==> src/rtl/clock_ctrl.sv <==
// Time-of-day clock with RUN/SET_HR/SET_MIN/SET_SEC set-mode FSM.
// Define CLOCK_CTRL_12H_EN for 12-hour display with PM indicator (default is 24-hour).
//
// state | meaning
// 00    | RUN     - time advances on tick_in, inc_in ignored
// 01    | SET_HR  - inc_in steps hours, clock frozen
// 10    | SET_MIN - inc_in steps minutes, clock frozen
// 11    | SET_SEC - inc_in clears seconds, clock frozen
module clock_ctrl #(
  parameter int FIELD_W = 8
) (
  input  logic               clk_in,
  input  logic               reset_in,
  input  logic               tick_in,
  input  logic               mode_in,
  input  logic               inc_in,
  output logic [FIELD_W-1:0] sec_out,
  output logic [FIELD_W-1:0] min_out,
  output logic [FIELD_W-1:0] hr_out,
  output logic [1:0]         state_out,
  output logic               pm_out,
  output logic               carry_out
);

  localparam logic [1:0] ST_RUN     = 2'b00;
  localparam logic [1:0] ST_SET_HR  = 2'b01;
  localparam logic [1:0] ST_SET_MIN = 2'b10;
  localparam logic [1:0] ST_SET_SEC = 2'b11;

  localparam logic [FIELD_W-1:0] MS_MAX = FIELD_W'(59);

`ifdef CLOCK_CTRL_12H_EN
  localparam logic [FIELD_W-1:0] HR_MIN = FIELD_W'(1);
  localparam logic [FIELD_W-1:0] HR_MAX = FIELD_W'(12);
  localparam logic [FIELD_W-1:0] HR_RST = FIELD_W'(12);
`else
  localparam logic [FIELD_W-1:0] HR_MIN = FIELD_W'(0);
  localparam logic [FIELD_W-1:0] HR_MAX = FIELD_W'(23);
  localparam logic [FIELD_W-1:0] HR_RST = FIELD_W'(0);
`endif

  logic [FIELD_W-1:0] hr_inc;
  logic               pm_toggle;
  logic               day_wrap;
  logic               set_inc;

  always_comb begin
    hr_inc  = (hr_out == HR_MAX) ? HR_MIN : hr_out + FIELD_W'(1);
    set_inc = inc_in && !mode_in;
`ifdef CLOCK_CTRL_12H_EN
    // PM flips on the 11 -> 12 step; the day ends at 11 PM -> 12 AM.
    pm_toggle = (hr_out == FIELD_W'(11));
    day_wrap  = pm_toggle && pm_out;
`else
    pm_toggle = 1'b0;
    day_wrap  = (hr_out == HR_MAX);
`endif
  end

  always_ff @(posedge clk_in) begin
    if (reset_in) begin
      state_out <= ST_RUN;
      sec_out   <= '0;
      min_out   <= '0;
      hr_out    <= HR_RST;
      pm_out    <= 1'b0;
      carry_out <= 1'b0;
    end else begin
      carry_out <= 1'b0;
      case (state_out)
        ST_RUN: begin
          if (tick_in) begin
            if (sec_out == MS_MAX) begin
              sec_out <= '0;
              if (min_out == MS_MAX) begin
                min_out   <= '0;
                hr_out    <= hr_inc;
                pm_out    <= pm_out ^ pm_toggle;
                carry_out <= day_wrap;
              end else begin
                min_out <= min_out + FIELD_W'(1);
              end
            end else begin
              sec_out <= sec_out + FIELD_W'(1);
            end
          end
        end
        ST_SET_HR: begin
          if (set_inc) begin
            hr_out <= hr_inc;
            pm_out <= pm_out ^ pm_toggle;
          end
        end
        ST_SET_MIN: begin
          if (set_inc) min_out <= (min_out == MS_MAX) ? '0 : min_out + FIELD_W'(1);
        end
        default: begin
          if (set_inc) sec_out <= '0;
        end
      endcase
      if (mode_in) state_out <= state_out + 2'd1;
    end
  end

endmodule

==> config.mk <==
export PLATFORM = sky130hd
export DESIGN_NAME = clock_ctrl
export DESIGN_NICKNAME = d
export VERILOG_FILES = /design/src/rtl/clock_ctrl.sv
export SDC_FILE = /design/constraint.sdc
export NUM_CORES = 1
export LEC_CHECK = 0
export CAP_MARGIN = 10
export CORE_UTILIZATION = 29
export DETAILED_ROUTE_END_ITERATION = 12
export PLACE_DENSITY_LB_ADDON = 0.15
export SLEW_MARGIN = 10
export SYNTH_ARGS = -nofsm -noshare
export SYNTH_HDL_FRONTEND = slang
export SYNTH_SLANG_ARGS = --single-unit
==> constraint.sdc <==
create_clock -name clk_in -period 2.35 [get_ports clk_in]
set_input_delay 0.705 -clock clk_in [delete_from_list [all_inputs] [get_ports clk_in]]
set_output_delay 0.705 -clock clk_in [all_outputs]
set_load 0.02 [all_outputs]
==> flow_summary_export.csv, run 1 <==
group,metric,value,unit
sta,fin_crit_sh,98.3,%
synthesis,synthesis.area,1550,um2
finish,diodes,0,
placed_design,pre_cts_ws,-0.390,ns
synthesis,syn_area_per_cell,8.58,um2
sta,setup_violations,0,
drt,wl,4.06,mm
sta,fmax,0.433,GHz
finish,final_util,43.2,%
worst_hold_path,hp-class,"reg -> reg",
floorplan,coreArea,5140,um2
placed_design,gp_congestion,0.842,
synthesis,synth_warnings,0,
synthesis,synth_top_cells_by_count,"dfxtp_1, a21oi_1, nor2_1",
drt,route.detailed.drc,0,
run,cap_violations,0,
floorplan,initial_utilization,30.2,%
synthesis,syn-num-nets,192,
clock_tree,cts_buffer_depth,2,
global_routing,grt_max_degree,15,
global_routing,grt_pass1_wl,6.67,mm
worst_setup_path,crit_arrival,2.52,ns
global_routing,antenna_found_initial,0,
pwr,power,0.975,mW
placed_design,post_dp_cell_area,2140,um2
sta,period_needed,2.31,ns
floorplan,ios,33,
synthesis,synth_edf_count,0,
floorplan,die_x,75.2,um
finish,postLayoutCellArea,2220,um2
clock_tree,cts_sinks,27,
clock_tree,hold_buffers,0,
sta,hold_ws,0.506,ns
finish,drive_above_1_share,21.7,%
global_routing,grt_usage,15.3,%
worst_setup_path,worstSetupEndpointType,"flop",
synthesis,synthCells,181,
finish,fill_cells,569,
pwr,p_leak,0.777,nW
worst_setup_path,worstReg2RegEnd,"hr_out[4]$_SDFFE_PP0P_",
clock_tree,htree_levels,1,
sta,maxSlewViolCount,0,
drt,drt_iter0_drc,148,
floorplan,die_h,75.2,um
pwr,seqPwrFrac,49.1,%
clock_tree,clock-root-buffer,"clkbuf_8",
clock_tree,numCtsBuffers,3,
global_routing,first_global_vias,1429,
drt,vias_per_cell,5.05,
floorplan,dieArea,5650,um2
floorplan,row_count,26,
synthesis,synth_ff_type,"dfxtp_1",
sta,rsz0062_at_grt,"no",
pwr,p_comb_share,23.2,%
worst_setup_path,reg2reg_from,"min_out[0]$_SDFFE_PP0P_",
global_routing,overflow,0,
drt,drt_first_pass_iters,4,
synthesis,yosysUniqueCellTypes,47,
finish,finalNetCount,252,
synthesis,async_flop_share,0,%
placed_design,dpl.hpwl,3.11,mm
worst_setup_path,cp.required,2.56,ns
sta,hold_violations,0,
placed_design,io_buffers,31,
synthesis,yosysTopAreaCellShare,34.8,%
synthesis,ys_ff_latch,27,
synthesis,synth.yosys.seq_area_share,34.8,%
worst_hold_path,worstHoldEndpoint,"min_out[0]$_SDFFE_PP0P_",
worst_setup_path,reg2reg_depth,6,
pwr,clockPowerShare,27.7,%
synthesis,synth_top_area_cell,"dfxtp_1",
clock_tree,cts_tree,"done",
finish,final_cells,310,
sta,skew,0.00439,ns
drt,drtAntennaViolNets,0,
drt,post_drt_wl_per_cell,13.1,um
pwr,internal_power,0.702,mW
pwr,swShare,28.0,%
pwr,power_switching,0.273,mW
synthesis,synth_most_common_cell,"dfxtp_1",
sta,setup-tns-final,0,ns
sta,fin_ws,0.0400,ns
clock_tree,clk_pin_slew,0.10,ns
worst_hold_path,hp-start,"min_out[0]$_SDFFE_PP0P_",
synthesis,synth.area.top_cells,"dfxtp_1, a21oi_1, ha_1, o31ai_1, or4_1",
pwr,power_density,440,nW/um2
clock_tree,clock_latency,0.27,ns
drt,via_count,1566,
worst_setup_path,startpoint_type,"primary input",
finish,syn_to_final_growth,42.9,%
placed_design,dp_cells,304,
worst_setup_path,rrSetupSlack,0.09,ns
worst_hold_path,hold_depth,2,
pwr,peakVddDrop,0.256,mV
outcome,status,"finished, final reports clean",
worst_setup_path,worstPathMaxFanout,4,
worst_setup_path,path_class,"in -> reg",
-- cells by family (layout without fill, tap and decap cells) --
logic type	Yosys count	count (layout)	share of synthesized area, %
AO/OA/AOI/OAI	49	49	21.6
buffers and inverters	19	78	5.32
XOR/XNOR	5	5	2.82
AND/OR/NAND/NOR	70	70	27.6
adder cells (fa/ha/maj)	6	6	4.83
flip-flops	27	27	34.8
other	1	1	0.242
multiplexers	4	4	2.74
-- power groups by stage --
stage	combinational, mW	sequential [mW]	clock, mW
floorplan	0.100	0.504	0
global placement	0.215	0.490	0
detailed placement	0.217	0.490	0
CTS	0.225	0.479	0.288
global route	0.249	0.481	0.304
finish	0.227	0.479	0.270
-- area by class of cell --
cell class	instances	area (um2)	share of cell area, %
repair buffers	63	557	25.1
multi-input cells	135	943	42.5
clock buffers	4	45.0	2.03
well taps	70	87.6	3.95
inverters	11	41.3	1.86
flip-flops and latches	27	544	24.5
-- registers in the layout, indices dropped and copies added, names as in the netlist --
name       count
carry_out      1
hr_out         8
min_out        8
sec_out        8
state_out      2
-- worst max-delay path: stages --
cell and delay [ns]:
clkdlybuf4s50_1 0.45, or3b_2 0.52, a21o_1 0.21, or4_1 0.50, a21oi_1 0.14
-- worst max-delay path by stage --
| stage | start | end | slack (ns) | cells past startpoint |
|---|---|---|---|---|
| floorplan | min_out[0]$_SDFFE_PP0P_ | hr_out[7]$_SDFFE_PP0P_ | 0.006 | 6 |
| global placement | tick_in | hr_out[7]$_SDFFE_PP0P_ | -0.34 | 5 |
| detailed placement | tick_in | hr_out[7]$_SDFFE_PP0P_ | -0.39 | 5 |
| CTS | mode_in | sec_out[5]$_SDFFE_PP0P_ | 0.002 | 6 |
| global route | inc_in | sec_out[7]$_SDFFE_PP0P_ | 0.005 | 5 |
| finish | mode_in | sec_out[7]$_SDFFE_PP0P_ | 0.04 | 5 |
-- cells in the final DEF (no fill, tap or decap), types with 5 or more instances in the layout --
master,netlist,final
or4_1,7,7
xnor2_1,5,5
nand3_1,8,8
buf_4,1,31
clkdlybuf4s50_1,0,30
inv_1,11,11
o21ai_0,7,7
nand2_1,7,7
ha_1,6,5
nor2b_1,5,5
o31ai_1,8,8
dfxtp_1,27,24
nor2_1,13,13
a21oi_1,15,14
-- what timing repair did --
action | in CTS | in global routing
pin swaps | 1 | 3
setup endpoints to repair | 4 | 12
gates resized for setup | 0 | 5
setup buffers | 2 | 0
-- per-layer routing --
| metal | vias up | GRT usage, % | routed length (um) |
|---|---|---|---|
| met1 | 736 | 21.0 | 2060 |
| met2 | 25 | 25.4 | 1860 |
| li1 | 803 | - | - |
| met4 | 0 | 3.70 | 19 |
| met3 | 2 | 2.14 | 126 |
| met5 | - | 0 | 0 |
Power figures use the tool's default switching activity.
==> inputs of run 2 (changes only) <==
--- a/config.mk
+++ b/config.mk
@@ -6,7 +6,9 @@
 export NUM_CORES = 1
 export LEC_CHECK = 0
 export CAP_MARGIN = 10
+export CORE_MARGIN = 2
 export CORE_UTILIZATION = 29
+export CTS_CLUSTER_SIZE = 28
 export DETAILED_ROUTE_END_ITERATION = 12
 export PLACE_DENSITY_LB_ADDON = 0.15
 export SLEW_MARGIN = 10
==> flow_summary_export.csv, run 2 (synthesis gave the netlist of run 1 again) <==
group,metric,value,unit
worst_setup_path,cp.required,2.56,ns
sta,maxSlewViolCount,0,
clock_tree,clock-root-buffer,"clkbuf_8",
drt,vias_per_cell,5.09,
pwr,power_density,438,nW/um2
drt,drtAntennaViolNets,0,
finish,finalNetCount,252,
finish,fill_cells,558,
finish,postLayoutCellArea,2220,um2
worst_setup_path,cp_top_family,"simple AND/OR/NAND/NOR gates",
worst_setup_path,crit_chain,"clkdlybuf4s50_1 > nand4_1 > o41a_1 > or4_1 > a21oi_1",
global_routing,grt_usage,14.2,%
floorplan,die_h,77.2,um
finish,final_cell_mix,"clkdlybuf4s50_1, buf_4, dfxtp_1",
drt,drt_first_pass_iters,4,
floorplan,initial_utilization,30.2,%
global_routing,antenna_found_initial,0,
sta,period_needed,2.28,ns
drt,wl,4.26,mm
sta,hold_violations,0,
placed_design,dpl.hpwl,3.18,mm
worst_setup_path,worstPathMaxFanout,6,
finish,multi_input_area,960,um2
floorplan,dieArea,5960,um2
placed_design,dp_cells,305,
placed_design,gp_congestion,0.846,
sta,fin_ws,0.0692,ns
finish,syn_to_final_growth,43.0,%
clock_tree,clk_pin_slew,0.10,ns
worst_setup_path,cp_slowest_stage_delay,0.53,ns
sta,skew,0.00529,ns
clock_tree,cts_tree,"done",
global_routing,grt_pass1_wl,6.91,mm
floorplan,coreArea,5140,um2
clock_tree,htree_levels,1,
clock_tree,clock_latency,0.27,ns
finish,final_cells,310,
worst_setup_path,crit_arrival,2.49,ns
sta,fin_crit_sh,97.1,%
finish,diodes,0,
worst_setup_path,startpoint_type,"primary input",
floorplan,ios,33,
outcome,status,"finished, final reports clean",
pwr,power,0.974,mW
sta,fmax,0.438,GHz
run,cap_violations,0,
finish,largestRegisters,"hr_out x8, min_out x8, sec_out x8",
worst_setup_path,path_class,"in -> reg",
placed_design,post_dp_cell_area,2150,um2
placed_design,io_buffers,31,
worst_setup_path,path_buf_inv,1,
clock_tree,cts_sinks,27,
placed_design,pre_cts_ws,-0.378,ns
floorplan,die_x,77.2,um
global_routing,overflow,0,
global_routing,first_global_vias,1502,
sta,hold_ws,0.504,ns
clock_tree,cts_setup_buffers,0,
worst_setup_path,worstSetupEndpointType,"flop",
pwr,p_leak,0.766,nW
sta,rsz0062_at_grt,"no",
worst_setup_path,cp_slowest_cell,"clkdlybuf4s50_1",
clock_tree,numCtsBuffers,3,
sta,setup_violations,0,
worst_hold_path,hp-class,"reg -> reg",
drt,drt_iter0_drc,105,
finish,drive_above_1_share,21.3,%
global_routing,grt_max_degree,15,
floorplan,row_count,26,
finish,regArea,544,um2
drt,via_count,1578,
pwr,peakVddDrop,0.200,mV
drt,post_drt_wl_per_cell,13.7,um
clock_tree,cts_buffer_depth,2,
drt,route.detailed.drc,0,
-- run 2: worst paths after layout --
check	from	end	slack, ns	cells past startpoint
worst min-delay path	min_out[0]$_SDFFE_PP0P_	min_out[0]$_SDFFE_PP0P_	0.50	2
worst max-delay path	tick_in	hr_out[6]$_SDFFE_PP0P_	0.07	5
worst max register to register	min_out[0]$_SDFFE_PP0P_	hr_out[6]$_SDFFE_PP0P_	0.08	5
worst min register to register	min_out[0]$_SDFFE_PP0P_	min_out[0]$_SDFFE_PP0P_	0.50	2
-- run 2: stage by stage --
step | utilization (%) | TNS, ns
after global routing | 43.2 | 0
after floorplan | - | 0
final | 43.2 | 0
after detailed placement | 41.8 | -4.96
after CTS | 42.8 | 0
after global placement | 41.8 | -5.06
-- run 2: what timing repair did --
action | 4_1_cts | 5_1_grt
hold buffers | 0 | 0
pin swaps | 2 | 6
hold endpoints to repair | 0 | 0
gates cloned | 0 | 1
resized for setup | 2 | 2
setup endpoints to repair | 2 | 13
-- run 2: where the power goes --
group	leakage, nW	total [mW]	switching [mW]	internal [mW]
clock	0.0228	0.272	0.151	0.122
sequential	0.219	0.479	0.0100	0.469
combinational	0.524	0.222	0.115	0.107
total	0.766	0.974	0.276	0.697
-- run 2: layer usage --
layer	wire (um)	global-route usage [%]
met1	2130	19.6
met2	1950	22.3
met3	122	1.88
met4	63	5.71
met5	0	0
-- run 2: worst register-to-register path, stage by stage, from the launching register on --
cell and delay, ns:
dfxtp_2 0.36, ha_2 0.18, or4b_4 0.49, o41a_1 0.54
or4_1 0.49, a21oi_1 0.15
-- run 2: cell type report --
| class | count | share of cell area, % |
|---|---|---|
| Clock buffer | 4 | 2.03 |
| Inverter | 11 | 1.86 |
| Multi-Input combinational cell | 136 | 43.2 |
| Sequential cell | 27 | 24.5 |
| Tap cell | 70 | 3.94 |
| Timing Repair Buffer | 62 | 24.5 |
